File: src/rtl/uart_rx_fifo_if.sv
// Receive-side handshake bundle: FIFO head byte out, consumer ready in, plus status flags.
interface uart_rx_fifo_if;
  logic [7:0] rx_data;
  logic       rx_valid;
  logic       rx_ready;
  logic       frame_err;
  logic       overrun;

  modport master (output rx_data, rx_valid, frame_err, overrun, input rx_ready);
  modport slave  (input rx_data, rx_valid, frame_err, overrun, output rx_ready);
endinterface

File: src/rtl/uart_rx_fifo.sv
// 8N1 UART receiver with mid-bit sampling, start-glitch rejection, break hold-off,
// and a first-word-fall-through byte FIFO on a valid/ready handshake.
module uart_rx_fifo #(
  parameter int CLKS_PER_BIT = 434,
  parameter int FIFO_DEPTH   = 4
) (
  input  logic           CLOCK_50,
  input  logic           reset,
  input  logic           rxd,
  uart_rx_fifo_if.master rx_if
);
  localparam int CW = $clog2(CLKS_PER_BIT);
  localparam int AW = $clog2(FIFO_DEPTH);
  localparam logic [CW-1:0] LAST    = CW'(CLKS_PER_BIT - 1);
  localparam logic [CW-1:0] HALF_M1 = CW'(CLKS_PER_BIT / 2 - 1);
  localparam logic [AW:0]   FULL    = (AW+1)'(FIFO_DEPTH);

  localparam logic [2:0] S_IDLE  = 3'd0;
  localparam logic [2:0] S_START = 3'd1;
  localparam logic [2:0] S_DATA  = 3'd2;
  localparam logic [2:0] S_STOP  = 3'd3;
  localparam logic [2:0] S_BREAK = 3'd4;

  logic          rx_meta, rxs;
  logic [1:0]    sync_fill;
  logic          armed;
  logic [2:0]    state;
  logic [CW-1:0] cnt;
  logic [2:0]    bit_idx;
  logic [7:0]    shreg;
  logic          ferr_q, ovr_q;
  logic [7:0]    mem [FIFO_DEPTH];
  logic [AW-1:0] rd_ptr, wr_ptr;
  logic [AW:0]   count;
  logic          push, pop, wr_ok;

  // rxs only means something once both sync flops hold real pin samples; a start is
  // accepted only after the line has been seen high, so a frame cut by reset is skipped.
  always_ff @(posedge CLOCK_50) begin
    if (reset) begin
      rx_meta   <= 1'b1;
      rxs       <= 1'b1;
      sync_fill <= 2'b00;
      armed     <= 1'b0;
    end else begin
      rx_meta   <= rxd;
      rxs       <= rx_meta;
      sync_fill <= {sync_fill[0], 1'b1};
      if (sync_fill[1] && rxs) armed <= 1'b1;
    end
  end

  always_ff @(posedge CLOCK_50) begin
    if (reset) begin
      state   <= S_IDLE;
      cnt     <= '0;
      bit_idx <= '0;
      shreg   <= '0;
      ferr_q  <= 1'b0;
    end else begin
      ferr_q <= 1'b0;
      case (state)
        S_IDLE: if (armed && !rxs) begin
          state <= S_START;
          cnt   <= '0;
        end
        S_START: if (cnt == HALF_M1) begin
          cnt     <= '0;
          bit_idx <= '0;
          state   <= rxs ? S_IDLE : S_DATA;
        end else cnt <= cnt + CW'(1);
        S_DATA: if (cnt == LAST) begin
          cnt     <= '0;
          shreg   <= {rxs, shreg[7:1]};
          bit_idx <= bit_idx + 3'd1;
          if (bit_idx == 3'd7) state <= S_STOP;
        end else cnt <= cnt + CW'(1);
        S_STOP: if (cnt == LAST) begin
          cnt <= '0;
          if (rxs) state <= S_IDLE;
          else begin
            ferr_q <= 1'b1;
            state  <= S_BREAK;
          end
        end else cnt <= cnt + CW'(1);
        S_BREAK: if (rxs) state <= S_IDLE;
        default: state <= S_IDLE;
      endcase
    end
  end

  assign push  = (state == S_STOP) && (cnt == LAST) && rxs;
  assign pop   = rx_if.rx_valid && rx_if.rx_ready;
  // A full FIFO still takes the byte if the head leaves on the same edge.
  assign wr_ok = push && ((count != FULL) || pop);

  always_ff @(posedge CLOCK_50) begin
    if (reset) begin
      for (int i = 0; i < FIFO_DEPTH; i++) mem[i] <= '0;
      rd_ptr <= '0;
      wr_ptr <= '0;
      count  <= '0;
      ovr_q  <= 1'b0;
    end else begin
      if (wr_ok) begin
        mem[wr_ptr] <= shreg;
        wr_ptr      <= wr_ptr + AW'(1);
      end
      if (pop) rd_ptr <= rd_ptr + AW'(1);
      case ({wr_ok, pop})
        2'b10:   count <= count + (AW+1)'(1);
        2'b01:   count <= count - (AW+1)'(1);
        default: count <= count;
      endcase
      if (push && !wr_ok) ovr_q <= 1'b1;
    end
  end

  assign rx_if.rx_valid  = (count != '0);
  assign rx_if.rx_data   = mem[rd_ptr];
  assign rx_if.frame_err = ferr_q;
  assign rx_if.overrun   = ovr_q;
endmodule

File: src/flat_wrapper.sv
// flat-port wrapper written by rule: the top's interface ports become plain ports
module uart_rx_fifo_flat 
#(
  parameter int CLKS_PER_BIT = 434,
  parameter int FIFO_DEPTH   = 4
)
  (CLOCK_50, reset, rxd, rx_if_rx_data, rx_if_rx_valid, rx_if_frame_err, rx_if_overrun, rx_if_rx_ready);
  uart_rx_fifo_if rx_if_i ();
  input  logic CLOCK_50;
  input  logic reset;
  input  logic rxd;
  output wire logic [$bits(rx_if_i.rx_data)-1:0] rx_if_rx_data;
  output wire logic [$bits(rx_if_i.rx_valid)-1:0] rx_if_rx_valid;
  output wire logic [$bits(rx_if_i.frame_err)-1:0] rx_if_frame_err;
  output wire logic [$bits(rx_if_i.overrun)-1:0] rx_if_overrun;
  input wire logic [$bits(rx_if_i.rx_ready)-1:0] rx_if_rx_ready;
  assign rx_if_rx_data = rx_if_i.rx_data;
  assign rx_if_rx_valid = rx_if_i.rx_valid;
  assign rx_if_frame_err = rx_if_i.frame_err;
  assign rx_if_overrun = rx_if_i.overrun;
  assign rx_if_i.rx_ready = rx_if_rx_ready;
  uart_rx_fifo #(.CLKS_PER_BIT(CLKS_PER_BIT), .FIFO_DEPTH(FIFO_DEPTH)) u_core (.CLOCK_50(CLOCK_50), .reset(reset), .rxd(rxd), .rx_if(rx_if_i));
endmodule
File: config.mk
export PLATFORM = sky130hd
export DESIGN_NAME = uart_rx_fifo_flat
export DESIGN_NICKNAME = d
export VERILOG_FILES = /design/src/rtl/uart_rx_fifo_if.sv /design/src/rtl/uart_rx_fifo.sv /design/src/flat_wrapper.sv
export SDC_FILE = /design/constraint.sdc
export NUM_CORES = 1
export LEC_CHECK = 0
export CAP_MARGIN = 5
export CORE_ASPECT_RATIO = 0.9
export CORE_MARGIN = 3
export CORE_UTILIZATION = 64
export DETAILED_ROUTE_END_ITERATION = 7
export PLACE_DENSITY_LB_ADDON = 0.08
export SLEW_MARGIN = 20
export SYNTH_ARGS = -nofsm -noshare
export SYNTH_HDL_FRONTEND = slang
export SYNTH_SLANG_ARGS = --single-unit
File: constraint.sdc
create_clock -name CLOCK_50 -period 5 [get_ports CLOCK_50]
set_clock_uncertainty 0.1 [all_clocks]
set_input_delay 1 -clock CLOCK_50 [delete_from_list [all_inputs] [get_ports CLOCK_50]]
set_output_delay 1 -clock CLOCK_50 [all_outputs]
set_load 0.01 [all_outputs]
==> flow_summary.json <==
{
  "outcome": "finished, final reports clean",
  "rsz0062_at_grt": "no",
  "cts_tree": "done",
  "htree_levels": 3,
  "power.density_mw_per_mm2": 308,
  "grt_max_degree": 42,
  "startpoint_type": "input pin",
  "synthFlopType": "dfxtp_1",
  "setup_tns_ns": 0,
  "synth_edf_count": 32,
  "drt-wirelength-per-cell_um": 16.3,
  "finalMaxSlewViolations": 0,
  "whs_ns": 0.323,
  "drt-initial-drc-count": 148,
  "viasPerCell": 5.80,
  "via_count": 2171,
  "p_leak_nw": 1.30,
  "dieArea_mm2": 0.00601,
  "fin_crit_ns": 3.50,
  "grt.busiest_layer": "met1",
  "clock_power_share": 0.360,
  "swShare": 0.243,
  "final_cell_mix": "dfxtp_1 (39), and2_1 (33), edfxtp_1 (32)",
  "nNetsFinal": 315,
  "synth_top_area_share": 0.294,
  "power_switching_uw": 272,
  "insertion_delay_ns": 0.34,
  "grtUsageTotal": 0.223,
  "synth_cells": 291,
  "hp-class": "flop to flop",
  "synth_cell_type_count": 52,
  "fmax_ghz": 0.286,
  "grt.met1_usage": 0.326,
  "regArea_mm2": 0.00174,
  "grt_overflow": 0,
  "layout_commonest_cell": "dfxtp_1",
  "dp_slack_ns": 1.16,
  "ys_warn_count": 0,
  "antenna_found_initial": 0,
  "drt_wl_total_mm": 6.11,
  "setup_viol": 0,
  "drt_first_pass_iters": 4,
  "clockBufferDepth": 2,
  "finalCritPeriodShare": 0.700,
  "portBuffers": 14,
  "critPathMaxFanout": 5,
  "finalInstanceArea_mm2": 0.00363,
  "post_cts_resized": 0,
  "grt_pass1_vias": 1956,
  "dp_hpwl_mm": 4.09,
  "die_w_um": 81.4,
  "synth.area.top_cells": "edfxtp_1 (29%), dfxtp_1 (24%), and2_1 (6.3%), mux4_2 (5.5%), nor2_1 (2.9%)",
  "cts_setup_buffers": 0,
  "route.detailed.drc": 0,
  "pin_count": 15,
  "max_slew.worst_pin.slew_ns": 0.689,
  "syn_nets": 302,
  "syn_to_final_growth_pct": 10.9,
  "fp.coreArea_mm2": 0.00489,
  "place.gp.congestion": 0.783,
  "power.internal_uw": 846,
  "drtAntennaViolNets": 0,
  "clk_pin_slew_ns": 0.07,
  "ir_worst_vdd_v": 0.000247,
  "crit_type": "input pin to flop",
  "maxSlewHeadroom": 0.537,
  "numCtsBuffers": 9,
  "ys_seq_area_frac": 0.532,
  "postPlaceCellArea_mm2": 0.00345,
  "p_comb_frac": 0.072,
  "p_seq_frac": 0.568,
  "die_y_um": 73.8,
  "drive_above_1_share": 0.126,
  "cts-hold-fix-buffers": 0,
  "mappedNetlistArea_mm2": 0.00327,
  "post-synth-top-area-cell": "edfxtp_1",
  "final.fill_count": 336,
  "n_antenna_cell": 0,
  "worstSetupEndpointType": "flop",
  "crit_arrival_ns": 3.67,
  "drv_cap": 0,
  "grtUsageMet2": 0.312,
  "grt_pass1_wl_mm": 9.76,
  "ys_ff_latch": 71,
  "cts_root_buffer": "clkbuf_8",
  "worst_slack_ns": 1.50,
  "multi_input_area_mm2": 0.00143,
  "synthArstFlopShare": 0,
  "num_rows": 24,
  "hold_viol_final": 0,
  "globalRouteMet3Util": 0.0784,
  "cts_num_sinks": 71,
  "cp.required_ns": 5.17,
  "start_util": 0.669,
  "syn-mean-instance-area_um2": 11.2
}
[logic make-up after synthesis]
family,after synthesis,share of synthesized area
AND/OR/NAND/NOR,117,0.211
XOR/XNOR,4,0.0107
adder cells (fa/ha/maj),7,0.0291
flip-flops,71,0.532
buffers and inverters,25,0.0321
AO/OA/AOI/OAI,51,0.106
multiplexers,16,0.0795
[state kept, by name (all words and copies together), names as in the netlist, named ones only]
signal and count:
u_core.rx_meta 1, u_core.mem 32, u_core.cnt 9, u_core.armed 1
u_core.rx_if.overrun 1, u_core.state 3, u_core.wr_ptr 2, u_core.count 3
u_core.shreg 8, u_core.bit_idx 3, u_core.sync_fill 2, u_core.rx_if.frame_err 1
u_core.rxs 1, u_core.rd_ptr 2
[per-stage QoR]
| stage | power [mW] | cells | util |
|---|---|---|---|
| after floorplan | 0.700 | 291 | - |
| after global placement | 0.725 | 358 | 0.705 |
| after detailed placement | 0.727 | 358 | 0.705 |
| after CTS | 1.12 | 374 | 0.740 |
| after global routing | 1.16 | 374 | 0.741 |
| final | 1.12 | 374 | 0.741 |
[final timing paths]
| path | start | end | slack [ns] | cells after the start |
|---|---|---|---|---|
| setup reg to reg | u_core.count[0] | u_core.count[2] | 2.17 | 10 |
| hold / removal | u_core.rx_meta | u_core.rxs | 0.32 | 1 |
| setup / recovery | rx_if_rx_ready | u_core.count[2] | 1.50 | 11 |
| hold reg to reg | u_core.rx_meta | u_core.rxs | 0.32 | 1 |
[area by class of cell]
cell class | count | share of cell area
clock buffer | 11 | 0.0390
clock inverter | 5 | 0.00897
inverter | 10 | 0.0103
multi-input combinational | 195 | 0.394
sequential | 71 | 0.480
tap | 65 | 0.0224
timing repair buffer | 17 | 0.0448
[Yosys cell counts (all sizes together), types with 5 or more instances]
| library cell | number |
|---|---|
| a21oi | 15 |
| and2 | 33 |
| buf | 6 |
| clkbuf | 9 |
| dfxtp | 39 |
| edfxtp | 32 |
| ha | 6 |
| inv | 10 |
| mux2i | 8 |
| mux4 | 8 |
| nand2 | 15 |
| nand3 | 9 |
| nor2 | 25 |
| o22ai | 6 |
| or3 | 5 |
[layer usage]
layer  share of wire  routed length [um]  vias to the layer above
met4          0.0044                  27                        0
met1            0.48                2960                     1032
met2            0.45                2740                       50
met3           0.063                 388                        2
met5               0                   0                        -
li1                -                   -                     1087
[power groups by stage]
| stage | Combinational, mW | Clock, mW | Sequential [mW] |
|---|---|---|---|
| after CTS | 0.0795 | 0.409 | 0.634 |
| after detailed placement | 0.0793 | 0 | 0.647 |
| after global routing | 0.0895 | 0.433 | 0.637 |
| final | 0.0810 | 0.402 | 0.635 |
| after floorplan | 0.0575 | 0 | 0.642 |
| after global placement | 0.0785 | 0 | 0.647 |
[critical path, cell delays in order]
cell and delay (ns):
clkdlybuf4s50_1 0.41, or4b_2 0.67, nand2_1 0.19, nor2_1 0.11
inv_1 0.08, ha_1 0.19, inv_1 0.06, fa_1 0.37
xor2_1 0.15, or3_1 0.30, a21oi_1 0.14
Note: power is estimated with default switching activity, not from simulation.
